### config.mk
export PLATFORM = sky130hd
export DESIGN_NAME = kinase_valve_sequencer
export DESIGN_NICKNAME = d
export VERILOG_FILES = /design/src/rtl/kinase_valve_sequencer.sv
export SDC_FILE = /design/constraint.sdc
export NUM_CORES = 1
export LEC_CHECK = 0
export BUFFER_PORTS_ARGS = -buffer_cell sky130_fd_sc_hd__buf_2
export CORE_ASPECT_RATIO = 2
export CORE_MARGIN = 2
export CORE_UTILIZATION = 59
export DETAILED_ROUTE_END_ITERATION = 10
export PLACE_DENSITY = 0.84
export SYNTH_ARGS = -nofsm -noshare
export SYNTH_HDL_FRONTEND = slang
export SYNTH_SLANG_ARGS = --single-unit
### constraint.sdc
create_clock -name clk -period 5 [get_ports clk]
set_clock_uncertainty 0.15 [all_clocks]
set_input_delay 0.75 -clock clk [delete_from_list [all_inputs] [get_ports clk]]
set_output_delay 0.75 -clock clk [all_outputs]
set_load 0.1 [all_outputs]
### src/rtl/kinase_valve_sequencer.sv
// Valve/pump step sequencer for the kinase-activity chip: settle, pump, optional flush.
// One command at a time; every pad drive is registered from the next-state view.
module kinase_valve_sequencer #(
  parameter int NUM_CTRL   = 13,
  parameter int NUM_SEL    = 4,
  parameter int NUM_PUMP   = 3,
  parameter int PUMP_PH    = 3,
  parameter int PUMP_DIV   = 4,
  parameter int SETTLE_CYC = 8,
  parameter int FLUSH_CYC  = 16,
  parameter int CNT_W      = 16,
  localparam int SEL_W     = (NUM_SEL > 1) ? $clog2(NUM_SEL) : 1,
  localparam int PA_W      = NUM_PUMP * PUMP_PH
) (
  input  logic                clk,
  input  logic                rst,
  input  logic                cmd_valid,
  output logic                cmd_ready,
  input  logic [NUM_CTRL-1:0] cmd_ctrl,
  input  logic [SEL_W-1:0]    cmd_sel,
  input  logic [NUM_PUMP-1:0] cmd_pump,
  input  logic [CNT_W-1:0]    cmd_cycles,
  input  logic                cmd_flush,
  input  logic                abort,
  output logic [NUM_CTRL-1:0] ctrl_a,
  output logic [NUM_SEL-1:0]  ctrl_s,
  output logic [PA_W-1:0]     pump_a,
  output logic [NUM_CTRL-1:0] flush_ctrl,
  output logic [NUM_PUMP-1:0] flush_pump,
  output logic                busy,
  output logic                done,
  output logic                done_abort,
  output logic                done_err
);

  localparam int DIV_W = (PUMP_DIV > 1) ? $clog2(PUMP_DIV) : 1;
  localparam int PH_W  = $clog2(PUMP_PH);

  typedef enum logic [2:0] {S_IDLE, S_SETTLE, S_RUN, S_FLUSH, S_DONE} state_t;

  state_t              state_q, state_d;
  logic [CNT_W-1:0]    cnt_q, cnt_d;
  logic [DIV_W-1:0]    div_q, div_d;
  logic [PH_W-1:0]     ph_q, ph_d;

  logic [NUM_CTRL-1:0] ctrl_q, ctrl_d;
  logic [NUM_SEL-1:0]  sel_oh_q, sel_oh_d, sel_oh_in;
  logic [NUM_PUMP-1:0] pmask_q, pmask_d;
  logic [CNT_W-1:0]    cyc_q, cyc_d;
  logic                flush_q, flush_d;
  logic                abort_q, abort_d;
  logic                err_q, err_d;

  logic [NUM_CTRL-1:0] ctrl_a_q, ctrl_a_d;
  logic [NUM_SEL-1:0]  ctrl_s_q, ctrl_s_d;
  logic [PA_W-1:0]     pump_a_q, pump_a_d;
  logic [NUM_CTRL-1:0] flush_ctrl_q, flush_ctrl_d;
  logic [NUM_PUMP-1:0] flush_pump_q, flush_pump_d;
  logic                busy_q, busy_d;
  logic                done_q, done_d;
  logic                done_abort_q, done_abort_d;
  logic                done_err_q, done_err_d;

  // An out-of-range selector decodes to no bit set, which doubles as the error flag.
  always_comb begin
    sel_oh_in = '0;
    for (int j = 0; j < NUM_SEL; j++) sel_oh_in[j] = (cmd_sel == SEL_W'(j));
  end

  always_comb begin
    state_d  = state_q;
    cnt_d    = cnt_q;
    div_d    = div_q;
    ph_d     = ph_q;
    ctrl_d   = ctrl_q;
    sel_oh_d = sel_oh_q;
    pmask_d  = pmask_q;
    cyc_d    = cyc_q;
    flush_d  = flush_q;
    abort_d  = abort_q;
    err_d    = err_q;
    case (state_q)
      S_IDLE: begin
        if (cmd_valid) begin
          ctrl_d   = cmd_ctrl;
          sel_oh_d = sel_oh_in;
          err_d    = ~|sel_oh_in;
          pmask_d  = cmd_pump;
          cyc_d    = cmd_cycles;
          flush_d  = cmd_flush;
          abort_d  = 1'b0;
          cnt_d    = CNT_W'(SETTLE_CYC - 1);
          state_d  = S_SETTLE;
        end
      end
      S_SETTLE: begin
        if (abort) begin
          abort_d = 1'b1;
          cnt_d   = CNT_W'(FLUSH_CYC - 1);
          state_d = S_FLUSH;
        end else if (cnt_q == '0) begin
          if (cyc_q != '0) begin
            cnt_d   = cyc_q - CNT_W'(1);
            div_d   = '0;
            ph_d    = '0;
            state_d = S_RUN;
          end else if (flush_q) begin
            cnt_d   = CNT_W'(FLUSH_CYC - 1);
            state_d = S_FLUSH;
          end else begin
            state_d = S_DONE;
          end
        end else begin
          cnt_d = cnt_q - CNT_W'(1);
        end
      end
      S_RUN: begin
        if (abort) begin
          abort_d = 1'b1;
          cnt_d   = CNT_W'(FLUSH_CYC - 1);
          state_d = S_FLUSH;
        end else if (cnt_q == '0) begin
          if (flush_q) begin
            cnt_d   = CNT_W'(FLUSH_CYC - 1);
            state_d = S_FLUSH;
          end else begin
            state_d = S_DONE;
          end
        end else begin
          cnt_d = cnt_q - CNT_W'(1);
          // One shared phase for all pumps, stepping every PUMP_DIV clocks.
          if (div_q == DIV_W'(PUMP_DIV - 1)) begin
            div_d = '0;
            ph_d  = (ph_q == PH_W'(PUMP_PH - 1)) ? '0 : ph_q + PH_W'(1);
          end else begin
            div_d = div_q + DIV_W'(1);
          end
        end
      end
      S_FLUSH: begin
        if (cnt_q == '0) state_d = S_DONE;
        else             cnt_d   = cnt_q - CNT_W'(1);
      end
      S_DONE:  state_d = S_IDLE;
      default: state_d = S_IDLE;
    endcase
  end

  always_comb begin
    ctrl_a_d     = '0;
    ctrl_s_d     = '0;
    pump_a_d     = '0;
    flush_ctrl_d = '0;
    flush_pump_d = '0;
    done_d       = 1'b0;
    done_abort_d = 1'b0;
    done_err_d   = 1'b0;
    busy_d       = (state_d != S_IDLE);
    if (state_d == S_SETTLE || state_d == S_RUN) begin
      ctrl_a_d = ctrl_d;
      ctrl_s_d = sel_oh_d;
    end
    if (state_d == S_RUN) begin
      for (int i = 0; i < NUM_PUMP; i++)
        pump_a_d[i*PUMP_PH +: PUMP_PH] = pmask_d[i] ? (PUMP_PH'(1) << ph_d) : '0;
    end
    if (state_d == S_FLUSH) begin
      flush_ctrl_d = ctrl_d;
      flush_pump_d = pmask_d;
    end
    if (state_d == S_DONE) begin
      done_d       = 1'b1;
      done_abort_d = abort_d;
      done_err_d   = err_d;
    end
  end

  always_ff @(posedge clk) begin
    if (rst) begin
      state_q      <= S_IDLE;
      cnt_q        <= '0;
      div_q        <= '0;
      ph_q         <= '0;
      ctrl_q       <= '0;
      sel_oh_q     <= '0;
      pmask_q      <= '0;
      cyc_q        <= '0;
      flush_q      <= 1'b0;
      abort_q      <= 1'b0;
      err_q        <= 1'b0;
      ctrl_a_q     <= '0;
      ctrl_s_q     <= '0;
      pump_a_q     <= '0;
      flush_ctrl_q <= '0;
      flush_pump_q <= '0;
      busy_q       <= 1'b0;
      done_q       <= 1'b0;
      done_abort_q <= 1'b0;
      done_err_q   <= 1'b0;
    end else begin
      state_q      <= state_d;
      cnt_q        <= cnt_d;
      div_q        <= div_d;
      ph_q         <= ph_d;
      ctrl_q       <= ctrl_d;
      sel_oh_q     <= sel_oh_d;
      pmask_q      <= pmask_d;
      cyc_q        <= cyc_d;
      flush_q      <= flush_d;
      abort_q      <= abort_d;
      err_q        <= err_d;
      ctrl_a_q     <= ctrl_a_d;
      ctrl_s_q     <= ctrl_s_d;
      pump_a_q     <= pump_a_d;
      flush_ctrl_q <= flush_ctrl_d;
      flush_pump_q <= flush_pump_d;
      busy_q       <= busy_d;
      done_q       <= done_d;
      done_abort_q <= done_abort_d;
      done_err_q   <= done_err_d;
    end
  end

  assign cmd_ready  = (state_q == S_IDLE);
  assign ctrl_a     = ctrl_a_q;
  assign ctrl_s     = ctrl_s_q;
  assign pump_a     = pump_a_q;
  assign flush_ctrl = flush_ctrl_q;
  assign flush_pump = flush_pump_q;
  assign busy       = busy_q;
  assign done       = done_q;
  assign done_abort = done_abort_q;
  assign done_err   = done_err_q;

endmodule

==> out/qor.txt <==
status = completed
fin nets = 655
cts bufs inserted = 9
unrepaired setup endpoints after global routing = no
WHS Endpoint = sel_oh_q[2]
DRC violations left = 0
R2R setup slack = 1450 ps
layout cell share with drive strength beyond 1 = 0.2055
Hold Path Depth = 2
crit path DAT = 3660 ps
proportion of synthesized chip area in sequential cells = 0.4630
Worst-Margin Slew = 998.8 ps
count leader, synth = dfxtp_1
num rows = 45
setup_tns = 0 ps
Critical Path End Type = flip-flop
All-Layer GR Usage = 0.2933
Max Cap Violations = 0
vias in the first global route = 4096
ANT cells = 0
startpoint types = flip-flop
io pins = 86
Filler Cell Count = 620
Area Overhead vs Synth = 15.70%
slew margin rel. = 0.3341
routed via count = 4164
Post-synth EDFFs = 0
worst-case reg-to-reg path depth = 8
Yosys warnings = 0
Synth Flop Type = dfxtp_1
Yosys top cell area share = 0.4630
distinct cell type count after synthesis = 64
Met2 Wirelength = 6.608 mm
VDD IR-drop max = 0.0004921 V
clock root buffer = clkbuf_16
Yosys reg bits = 108
worst path required time = 5100 ps
Hold Vio Cnt, Final = 0
grt total ovfl = 0
Die Height = 129.8 um
register cell area after layout = 2162 um^2
starting density of the core = 0.6098
crit path time final = 3554 ps
# resized after CTS = 0
Hold-fix buffers, CTS = 0
Tcrit/Tclk final = 0.7107
remaining antenna violation count after routing = 0
DIE AREA = 8685 um^2
syn nets = 587
Post-synth top cells = dfxtp_1, nor2_1, nand2_1, a21oi_1, nor3_1
core area = 7657 um^2
WL/cell = 16.92 um
critical path class = reg -> reg
Cell Pwr Density = 663.5 nW/um^2
DIE WIDTH = 66.91 um
first-pass GRT wire length = 19.26 mm
RR Endpoint = ctrl_s[3]
Hold Crit Class = reg -> reg
CTS tree = built
worst-case clock buffer depth = 2
port bufs = 85
hold wc startpoint = sel_oh_q[2]
DP HPWL = 8.856 mm
iteration count of the initial detailed-routing pass = 4
M1 WL = 4.333 mm
WL met3 = 567 um
critical path fanouts, max = 17
Synth area leader = dfxtp_1
GP Congestion = 0.9193
total setup buffers inserted after CTS = 0
Lkg Pwr = 0.002264 uW
Avg Cell Area, Syn = 8.568 um^2
fraction of synthesis flops using an asynchronous set or reset pin = 0
setup violators final = 0
Fin Hold WS = 319.2 ps
fmax = 281.4 MHz
R2R Path Start = cnt_q[0]
Multi-input gate area = 2337 um^2
Cells after Synth = 545
Iteration-0 DRC Markers = 285
Vias per Instance = 5.848
WL final = 12.05 mm
Highest Signal Layer = met4
clock transition at the registers of the reported paths = 80 ps
Pins Over Slew Limit = 0
initial antenna violation count = 0
clock latency at the later pin of the worst-skew pair = 350 ps
Syn Std Cell Area = 4669 um^2
largest net degree at the start of global routing = 38
H-tree depth = 3
clk sink count = 108
largest cells by area after synthesis = dfxtp_1, nor2_1, a21oi_1, nand2_1, mux2i_1
## critical path, stage by stage (launching register included)
cell and delay [ps]:
dfxtp_1 340, inv_1 100, ha_1 220, or4b_2 670
or4_1 530, a21oi_1 210, o22ai_2 140, a21oi_2 820
and2b_1 270
## worst max path at each step
stage,slack (ps),endpoint,cells after the start,startpoint
after global placement,1500,ctrl_s[1],8,cnt_q[0]
after global routing,1260,ctrl_s[3],8,cyc_q[0]
after CTS,1440,ctrl_s[3],8,cnt_q[0]
final,1450,ctrl_s[3],8,cnt_q[0]
after floorplan,490,cyc_q[10],8,state_q[0]
after detailed placement,1450,ctrl_s[3],8,cnt_q[0]
## final cells by class
cell class,instances,share of cell area
flip-flops and latches,108,0.4002
well taps,94,0.02177
multi-input cells,396,0.4326
clock buffers,10,0.04238
repair buffers,89,0.08430
inverters,9,0.006253
clock inverters,6,0.01251
## where the power goes
part / leakage (uW) / internal (uW) / total (uW) / switching (uW)
sequential: 0.000879 / 1000 / 1130 / 126
clock: 0.000144 / 353 / 692 / 339
combinational: 0.00124 / 497 / 1770 / 1270
## registers in the layout, summed over array words and instances (netlist names), 2 cells and up
| name | count |
|---|---|
| cnt_q | 16 |
| ctrl_a | 13 |
| ctrl_q | 13 |
| ctrl_s | 4 |
| cyc_q | 16 |
| div_q | 2 |
| flush_ctrl | 13 |
| flush_pump | 3 |
| ph_q | 2 |
| pmask_q | 3 |
| pump_a | 9 |
| sel_oh_q | 4 |
| state_q | 3 |
## per-stage QoR
stage	instances	power, uW	worst slack (ps)	utilization	instance area, um^2
finish	712	3585	1446	0.7056	5403
CTS	712	3576	1439	0.7056	5403
global route	712	3769	1262	0.7056	5403
detailed placement	696	2879	1453	0.6668	5106
global placement	696	2853	1500	0.6668	5106
floorplan	545	2543	485.5	-	4669
## cell usage in the layout, fill, tap and decap left out, types with 7 or more instances in the layout
cell / Yosys / layout
inv_1: 9 / 9
clkbuf_16: 0 / 9
nor2_1: 80 / 80
or4_1: 8 / 8
xor2_1: 9 / 9
o21ai_0: 22 / 22
mux2i_1: 17 / 17
nor3_2: 10 / 10
nor4_1: 7 / 7
nor3_1: 27 / 27
nand2_1: 58 / 58
dfxtp_1: 108 / 108
xnor2_1: 11 / 11
nand2b_1: 10 / 10
buf_2: 4 / 85
nand3_1: 7 / 7
a21oi_1: 45 / 45
## routing by layer
layer | vias up | track usage
li1 | 2043 | -
met3 | 38 | 0.05431
met1 | 1934 | 0.3072
met4 | 0 | 0.1609
met5 | - | 0
met2 | 149 | 0.5341
## kinds of logic (layout without fill, tap and decap cells)
family,count (synthesis),in the layout,synth area share
and+or+nand+nor,244,244,0.2672
AOI/OAI and AO/OA,111,111,0.1493
DFF,108,108,0.4630
buffers and inverters,41,114,0.03644
xor gates and xnor gates,20,20,0.03751
muxes,17,17,0.03644
adders and majority gates,4,4,0.01018
Note: power is estimated with default switching activity, not from simulation.
